$ cat src/rtl/bcd_serial_converter_if.sv
// Handshake/result bundle for bcd_serial_converter.
// master : requester side (drives start/binary, observes results).
// slave  : converter side (samples start/binary, drives busy/done/bcd/
//          negative/overflow/blank).
interface bcd_serial_converter_if #(
  parameter int unsigned BITS   = 10,
  parameter int unsigned DIGITS = 3
);
  logic                  start;
  logic [BITS-1:0]       binary;
  logic                  busy;
  logic                  done;
  logic [4*DIGITS-1:0]   bcd;
  logic                  negative;
  logic                  overflow;
  logic [DIGITS-1:0]     blank;

  modport master (
    output start, binary,
    input  busy, done, bcd, negative, overflow, blank
  );

  modport slave (
    input  start, binary,
    output busy, done, bcd, negative, overflow, blank
  );
endinterface

$ cat src/rtl/bcd_serial_converter.sv
// Sequential binary-to-BCD converter (shift-and-add-3), one input bit per
// clock, with optional two's-complement input and a sticky overflow flag.
//
// Ports:
//   clock  : rising-edge clock
//   reset  : synchronous active-high reset
//   bus    : bcd_serial_converter_if.slave
//            start/binary in; busy/done/bcd/negative/overflow/blank out
//
// Parameters: BITS (input width, >=2), DIGITS (BCD digits, >=1),
//             SIGNED (1 = two's complement input, 0 = unsigned).
// Optional feature macro: BCD_BLANK_EN enables the leading-zero mask on
// bus.blank; without it bus.blank is tied to zero.
module bcd_serial_converter #(
  parameter int unsigned BITS   = 10,
  parameter int unsigned DIGITS = 3,
  parameter bit          SIGNED = 1'b1
) (
  input  logic                   clock,
  input  logic                   reset,
  bcd_serial_converter_if.slave  bus
);

  localparam int unsigned CW = $clog2(BITS + 1);
  localparam int unsigned DW = 4 * DIGITS;

  typedef enum logic [1:0] {IDLE, SHIFT, DONE} state_e;

  state_e          state_q, state_d;
  logic [BITS-1:0] mag_q, mag_d;
  logic [DW-1:0]   dig_q, dig_d;
  logic [CW-1:0]   cnt_q, cnt_d;
  logic            sticky_q, sticky_d;
  logic            neg_r_q, neg_r_d;
  logic            busy_q, busy_d;
  logic            done_q, done_d;
  logic [DW-1:0]   bcd_q, bcd_d;
  logic            negative_q, negative_d;
  logic            overflow_q, overflow_d;

  logic [DW-1:0]   adj_c;
  logic [DW-1:0]   dig_shf_c;
  logic            top_bit_c;
  logic            in_neg_c;

`ifdef BCD_BLANK_EN
  logic [DIGITS-1:0] blank_q, blank_d;
  logic [DIGITS-1:0] blank_c;
`endif

  // Datapath: add-3 correction, shift into digits, bit lost off the top.
  always_comb begin
    adj_c = dig_q;
    for (int i = 0; i < int'(DIGITS); i++) begin
      if (dig_q[4*i +: 4] >= 4'd5) adj_c[4*i +: 4] = dig_q[4*i +: 4] + 4'd3;
    end
    dig_shf_c = {adj_c[DW-2:0], mag_q[BITS-1]};
    top_bit_c = adj_c[DW-1];
    in_neg_c  = SIGNED && bus.binary[BITS-1];
  end

`ifdef BCD_BLANK_EN
  // Leading-zero mask of the final digits; the ones digit is never blanked.
  always_comb begin
    logic all_zero;
    all_zero = 1'b1;
    blank_c  = '0;
    for (int i = int'(DIGITS) - 1; i >= 1; i--) begin
      all_zero   = all_zero && (dig_shf_c[4*i +: 4] == 4'd0);
      blank_c[i] = all_zero;
    end
  end
`endif

  // Next-state and output logic.
  always_comb begin
    state_d    = state_q;
    mag_d      = mag_q;
    dig_d      = dig_q;
    cnt_d      = cnt_q;
    sticky_d   = sticky_q;
    neg_r_d    = neg_r_q;
    busy_d     = busy_q;
    done_d     = 1'b0;
    bcd_d      = bcd_q;
    negative_d = negative_q;
    overflow_d = overflow_q;
`ifdef BCD_BLANK_EN
    blank_d    = blank_q;
`endif
    case (state_q)
      IDLE: begin
        if (bus.start) begin
          state_d  = SHIFT;
          busy_d   = 1'b1;
          // Negation as ~(x-1); the most negative value maps to 2^(BITS-1).
          mag_d    = in_neg_c ? ~(bus.binary - BITS'(1)) : bus.binary;
          neg_r_d  = in_neg_c;
          dig_d    = '0;
          sticky_d = 1'b0;
          cnt_d    = '0;
        end
      end
      SHIFT: begin
        dig_d    = dig_shf_c;
        mag_d    = {mag_q[BITS-2:0], 1'b0};
        sticky_d = sticky_q | top_bit_c;
        cnt_d    = cnt_q + CW'(1);
        if (cnt_q == CW'(BITS - 1)) begin
          state_d    = DONE;
          done_d     = 1'b1;
          bcd_d      = dig_shf_c;
          negative_d = neg_r_q;
          overflow_d = sticky_q | top_bit_c;
`ifdef BCD_BLANK_EN
          blank_d    = blank_c;
`endif
        end
      end
      DONE: begin
        state_d = IDLE;
        busy_d  = 1'b0;
      end
      default: state_d = IDLE;
    endcase
  end

  // State and output registers.
  always_ff @(posedge clock) begin
    if (reset) begin
      state_q    <= IDLE;
      mag_q      <= '0;
      dig_q      <= '0;
      cnt_q      <= '0;
      sticky_q   <= 1'b0;
      neg_r_q    <= 1'b0;
      busy_q     <= 1'b0;
      done_q     <= 1'b0;
      bcd_q      <= '0;
      negative_q <= 1'b0;
      overflow_q <= 1'b0;
`ifdef BCD_BLANK_EN
      blank_q    <= '0;
`endif
    end else begin
      state_q    <= state_d;
      mag_q      <= mag_d;
      dig_q      <= dig_d;
      cnt_q      <= cnt_d;
      sticky_q   <= sticky_d;
      neg_r_q    <= neg_r_d;
      busy_q     <= busy_d;
      done_q     <= done_d;
      bcd_q      <= bcd_d;
      negative_q <= negative_d;
      overflow_q <= overflow_d;
`ifdef BCD_BLANK_EN
      blank_q    <= blank_d;
`endif
    end
  end

  assign bus.busy     = busy_q;
  assign bus.done     = done_q;
  assign bus.bcd      = bcd_q;
  assign bus.negative = negative_q;
  assign bus.overflow = overflow_q;
`ifdef BCD_BLANK_EN
  assign bus.blank    = blank_q;
`else
  assign bus.blank    = '0;
`endif

endmodule

$ cat src/flat_wrapper.sv
// flat-port wrapper written by rule: the top's interface ports become plain ports
module bcd_serial_converter_flat 
#(
  parameter int unsigned BITS   = 10,
  parameter int unsigned DIGITS = 3,
  parameter bit          SIGNED = 1'b1
)
  (clock, reset, bus_start, bus_binary, bus_busy, bus_done, bus_bcd, bus_negative, bus_overflow, bus_blank);
  bcd_serial_converter_if #(.BITS(BITS), .DIGITS(DIGITS)) bus_i ();
  input  logic clock;
  input  logic reset;
  input wire logic [$bits(bus_i.start)-1:0] bus_start;
  input wire logic [$bits(bus_i.binary)-1:0] bus_binary;
  output wire logic [$bits(bus_i.busy)-1:0] bus_busy;
  output wire logic [$bits(bus_i.done)-1:0] bus_done;
  output wire logic [$bits(bus_i.bcd)-1:0] bus_bcd;
  output wire logic [$bits(bus_i.negative)-1:0] bus_negative;
  output wire logic [$bits(bus_i.overflow)-1:0] bus_overflow;
  output wire logic [$bits(bus_i.blank)-1:0] bus_blank;
  assign bus_i.start = bus_start;
  assign bus_i.binary = bus_binary;
  assign bus_busy = bus_i.busy;
  assign bus_done = bus_i.done;
  assign bus_bcd = bus_i.bcd;
  assign bus_negative = bus_i.negative;
  assign bus_overflow = bus_i.overflow;
  assign bus_blank = bus_i.blank;
  bcd_serial_converter #(.BITS(BITS), .DIGITS(DIGITS), .SIGNED(SIGNED)) u_core (.clock(clock), .reset(reset), .bus(bus_i));
endmodule
$ cat config.mk
export PLATFORM = sky130hd
export DESIGN_NAME = bcd_serial_converter_flat
export DESIGN_NICKNAME = d
export VERILOG_FILES = /design/src/rtl/bcd_serial_converter_if.sv /design/src/rtl/bcd_serial_converter.sv /design/src/flat_wrapper.sv
export SDC_FILE = /design/constraint.sdc
export NUM_CORES = 1
export LEC_CHECK = 0
export BUFFER_PORTS_ARGS = -buffer_cell sky130_fd_sc_hd__buf_4
export CAP_MARGIN = 20
export CORE_UTILIZATION = 45
export CTS_CLUSTER_DIAMETER = 100
export CTS_CLUSTER_SIZE = 8
export DETAILED_ROUTE_END_ITERATION = 10
export GPL_TIMING_DRIVEN = 0
export PLACE_DENSITY_LB_ADDON = 0.1
export SLEW_MARGIN = 0
export SYNTH_ARGS = -nofsm -noshare
export SYNTH_HDL_FRONTEND = slang
export SYNTH_SLANG_ARGS = --single-unit
$ cat constraint.sdc
create_clock -name clock -period 2 [get_ports clock]
set_input_delay 0.3 -clock clock [delete_from_list [all_inputs] [get_ports clock]]
set_output_delay 0.3 -clock clock [all_outputs]
set_load 0.1 [all_outputs]
==> flow_metrics.tcl, run 1 <==
set metrics [dict create \
    final_common_cell "dfxtp_1" \
    fmax_mhz 549 \
    design_area_um2 2600 \
    drive_gt1_frac 0.179 \
    synthFlopType "dfxtp_1" \
    post-route-period-util 0.910 \
    cts.sinks 46 \
    cts_tree "built" \
    dieArea_um2 5210 \
    dpl_cell_area_um2 2520 \
    ant_nets 0 \
    cts_resized 0 \
    wl_per_cell_um 14.1 \
    post_drt_via_cell_ratio 5.30 \
    gp_congestion 0.841 \
    syn_inst 253 \
    antenna_found_initial 0 \
    synthTopCellsByArea "dfxtp_1 (42%), ha_1 (5.1%), o21ai_0 (5.0%), a21oi_1 (4.7%), nand2b_1 (4.0%)" \
    row_count 25 \
    drt-total-wl_um 5040 \
    layoutNonFillerInstCount 357 \
    gr-usage-all-layers 0.213 \
    skew_ns 0.00417 \
    end_kind "flop" \
    clockBufferDepth 2 \
    ys_ff_latch 46 \
    yosysWarnings 0 \
    die_x_um 72.2 \
    min_period_ns 1.82 \
    synth_seq_area_share 0.416 \
    ys_async_sr_fraction 0 \
    rsz0062_at_grt "false" \
    grt_max_degree 14 \
    powerDensity_nw_per_um2 657 \
    clk_pin_slew_ns 0.08 \
    synth-edff-count 0 \
    p_leak_nw 0.965 \
    worstPathRequired_ns 2.16 \
    vias 1893 \
    netlist.area_leader.share 0.416 \
    place_hpwl_um 3620 \
    hold_path_class "input port to flop" \
    max_stage_delay_ns 0.46 \
    setup_violations 0 \
    clkLatencyLatePin_ns 0.30 \
    ir_worst_vdd_v 0.000315 \
    die_h_um 72.2 \
    cts_max_level 2 \
    synth_top_area_cell "dfxtp_1" \
    dp.cells 350 \
    fp.coreArea_um2 4720 \
    finalMaxSlewViolations 0 \
    synthesis.area_um2 2220 \
    cp_cell_sequence "ha_1, nand3b_1, nor2_2, buf_2, a211oi_1" \
    path_max_fanout 10 \
    overflow 0 \
    grt_pass1_wl_um 8440 \
    hold_violations 0 \
    ios 32 \
    yosysUniqueCellTypes 41 \
    setup_tns_ns 0 \
    startpoint_type "flop" \
    grt_pass1_vias 1766 \
    avgSynthCellArea_um2 8.76 \
    postCtsHoldBufs 0 \
    numPortBuffers 28 \
    critical_path_arrival_ns 1.98 \
    nNetsFinal 312 \
    drt_iter0_markers 80 \
    slew_headroom 0.545 \
    crit_type "flop to flop" \
    drv_cap 0 \
    dr.pass1.iters 5 \
    slowest_stage "nor2_2" \
    layout_common_cells "dfxtp_1 (46), buf_4 (31), o21ai_0 (22)" \
    initial_core_util 0.469 \
    synthToLayoutAreaGrowth_pct 17.2 \
    fill_cells 458 \
    status "finished, final reports clean" \
    numCtsBuffers 5 \
    antenna_cells 0 \
    cts_setup_buffers 0 \
    cts_root_buf "clkbuf_8" \
    worst_pin_slew_ns 0.681 \
    drc 0 \
]
[critical path, delay by kind of cell (launching register included)]
kind                     cells  cell delay [ns]
adder cells (fa/ha/maj)      1             0.17
AND/OR/NAND/NOR              2             0.67
flip-flops                   1             0.41
buffers and inverters        1             0.33
AO/OA/AOI/OAI                1             0.10
[metrics by stage]
stage	total power, W	util	setup slack (ns)	hold WS (ns)
2_1_floorplan	0.00111	-	0.550	0.436
3_3_place_gp	0.00118	0.533	0.200	0.447
3_5_place_dp	0.00118	0.533	0.162	0.452
4_1_cts	0.00172	0.550	0.147	0.270
5_1_grt	0.00178	0.550	0.0241	0.271
6_report	0.00171	0.550	0.180	0.272
[worst paths after layout]
check / from / endpoint / slack [ns] / cells past startpoint
min: bus_binary[0] / u_core.mag_q[0] / 0.27 / 3
min reg2reg: u_core.sticky_q / u_core.sticky_q / 0.46 / 2
max reg2reg: u_core.cnt_q[0] / u_core.bus.bcd[7] / 0.18 / 5
max: u_core.cnt_q[0] / u_core.bus.bcd[7] / 0.18 / 5
[cells by family (layout without fill, tap and decap cells)]
kind of cell | after synthesis | in the layout | synth area share
and+or+nand+nor | 79 | 79 | 0.207
AOI/OAI and AO/OA | 75 | 75 | 0.207
DFF | 46 | 46 | 0.416
buffers and inverters | 29 | 64 | 0.0570
adders and majority gates | 9 | 9 | 0.0508
xor gates and xnor gates | 8 | 8 | 0.0316
muxes | 6 | 6 | 0.0294
other | 1 | 3 | 0.00169
[synth_stat cells, drive strengths merged, types with 7 or more instances]
| master | number |
|---|---|
| dfxtp | 46 |
| o21ai | 22 |
| a21oi | 21 |
| nor2 | 17 |
| nand2b | 14 |
| inv | 12 |
| o22ai | 10 |
| clkbuf | 9 |
| ha | 9 |
| nand2 | 9 |
| buf | 8 |
| a22oi | 7 |
| nor3b | 7 |
[layout make-up]
class | count | area, µm² | area share
buffer | 17 | 81.3 | 0.0313
timing repair buffer | 28 | 210 | 0.0810
sequential | 46 | 921 | 0.355
clock inverter | 2 | 10.0 | 0.00386
tap | 67 | 83.8 | 0.0323
inverter | 12 | 45.0 | 0.0173
clock buffer | 5 | 68.8 | 0.0265
multi-input combinational | 180 | 1180 | 0.453
[flip-flops by register name, indices dropped and copies added, names as in the netlist]
name,flops
u_core.bus.negative,1
u_core.bus.busy,1
u_core.bus.done,1
u_core.state_q,2
u_core.mag_q,10
u_core.dig_q,12
u_core.cnt_q,4
u_core.sticky_q,1
u_core.neg_r_q,1
u_core.bus.overflow,1
u_core.bus.bcd,12
[routing by layer]
| metal | up-vias | wire, µm | share of wire | global-route usage |
|---|---|---|---|---|
| met4 | 0 | 79 | 0.016 | 0.0763 |
| met3 | 9 | 181 | 0.036 | 0.0417 |
| met5 | - | 0 | 0 | 0 |
| met1 | 867 | 2410 | 0.48 | 0.283 |
| met2 | 41 | 2370 | 0.47 | 0.346 |
| li1 | 976 | - | - | - |
[power breakdown]
part	internal, W	switching [W]
clock network	0.000235	0.000309
registers	0.000937	0.0000145
logic	0.0000710	0.000139
(Power assumes the default switching activity.)
==> run 2, diff against run 1 <==
--- a/config.mk
+++ b/config.mk
@@ -11,7 +11,6 @@
 export CTS_CLUSTER_DIAMETER = 100
 export CTS_CLUSTER_SIZE = 8
 export DETAILED_ROUTE_END_ITERATION = 10
-export GPL_TIMING_DRIVEN = 0
 export PLACE_DENSITY_LB_ADDON = 0.1
 export SLEW_MARGIN = 0
 export SYNTH_ARGS = -nofsm -noshare
==> flow_metrics.tcl, run 2 (same netlist as run 1, synthesis figures left out) <==
set metrics [dict create \
    rsz0062_at_grt "false" \
    cts_tree "built" \
    grt_pass1_wl_um 7890 \
    reg2reg_slack_ns 0.35 \
    drv_cap 0 \
    postCtsHoldBufs 0 \
    rr_worst_depth 6 \
    cts.sinks 46 \
    hold_start "bus_binary[0]" \
    hold_path_class "input port to flop" \
    finalMaxSlewViolations 0 \
    vias 1867 \
    ant_nets 0 \
    multi_input_area_um2 1180 \
    row_count 25 \
    overflow 0 \
    grt_max_degree 40 \
    cts_setup_buffers 0 \
    cts_resized 0 \
    critical_path_arrival_ns 1.87 \
    dieArea_um2 5210 \
    wl_met2_um 2090 \
    final_common_cell "dfxtp_1" \
    min_path_cells 3 \
    ios 32 \
    die_h_um 72.2 \
    fin_hold_ws_ns 0.270 \
    fmax_mhz 607 \
    drt_iter0_markers 109 \
    fill_cells 474 \
    gp_congestion 0.754 \
    path_max_fanout 5 \
    skew_ns 0.0100 \
    synthToLayoutAreaGrowth_pct 16.1 \
    reg2reg_from "u_core.dig_q[0]" \
    critPathLaunch "u_core.dig_q[0]" \
    reg2reg_to "u_core.bus.bcd[2]" \
    p_leak_nw 0.949 \
    slew_headroom 0.650 \
    initial_core_util 0.469 \
    layout_common_cells "dfxtp_1 (46), buf_4 (34), o21ai_0 (22)" \
    status "finished, final reports clean" \
    antenna_found_initial 0 \
    hold_violations 0 \
    setup_violations 0 \
    cts_root_buf "clkbuf_8" \
    grt_pass1_vias 1713 \
    post-route-period-util 0.824 \
    dr.max_layer_used "met4" \
    holdPathEnd "u_core.mag_q[0]" \
    gr-usage-all-layers 0.193 \
    cts_max_level 2 \
    dr.pass1.iters 4 \
    regArea_um2 921 \
    crit_type "flop to flop" \
    post_drt_via_cell_ratio 5.38 \
    powerDensity_nw_per_um2 679 \
    clockBufferDepth 2 \
    numCtsBuffers 5 \
    antenna_cells 0 \
    clk_pin_slew_ns 0.08 \
    drive_gt1_frac 0.179 \
    end_kind "flop" \
    wl_per_cell_um 13.4 \
    startpoint_type "flop" \
    clkLatencyLatePin_ns 0.30 \
    worstPathRequired_ns 2.23 \
    drt-total-wl_um 4640 \
    wl_met3_um 112 \
    nNetsFinal 301 \
    numPortBuffers 28 \
    min_period_ns 1.65 \
    m1WireLength_um 2360 \
    setup_tns_ns 0 \
    drc 0 \
    die_x_um 72.2 \
    fp.coreArea_um2 4720 \
    ir_worst_vdd_v 0.000367 \
    place_hpwl_um 3190 \
    worst_pin_slew_ns 0.525 \
    power_w 0.00175 \
]
## run 2: through the flow
step	utilization	std cells	area, µm²	worst slack (ns)
floorplan	-	255	2220	0.550
global placement	0.525	339	2480	0.420
detailed placement	0.525	339	2480	0.395
CTS	0.545	347	2570	0.363
global route	0.545	347	2570	0.215
finish	0.545	347	2570	0.352
## run 2: layout make-up
type,count,share of cell area
Inverter,12,0.0175
Multi-Input combinational cell,180,0.457
Clock inverter,1,0.00195
Sequential cell,46,0.358
Tap cell,67,0.0326
Clock buffer,7,0.0336
Timing Repair Buffer,34,0.0992
## run 2: how the worst max path moves through the flow
stage	cells past startpoint	slack, ns	end
2_1_floorplan	6	0.55	u_core.dig_q[6]
3_3_place_gp	6	0.42	u_core.dig_q[10]
3_5_place_dp	6	0.40	u_core.bus.bcd[2]
4_1_cts	6	0.36	u_core.bus.bcd[2]
5_1_grt	6	0.22	u_core.bus.bcd[6]
6_report	6	0.35	u_core.bus.bcd[2]
## run 2: metal layers
metal | global-route usage | vias up
li1 | - | 954
met1 | 0.269 | 873
met2 | 0.302 | 32
met3 | 0.0292 | 8
met4 | 0.0719 | 0
met5 | 0 | -
## run 2: power by group
part | leakage, nW | internal, W | switching [W]
Clock | 0.0482 | 0.000279 | 0.000314
Sequential | 0.373 | 0.000937 | 0.0000144
Combinational | 0.528 | 0.0000685 | 0.000134
Total | 0.949 | 0.00128 | 0.000463
## run 2: critical path: stages (launching register included)
cell	delay, ns
dfxtp_1	0.35
inv_1	0.10
ha_1	0.24
nand2b_1	0.10
a21oi_1	0.27
mux2_2	0.38
o22ai_1	0.14
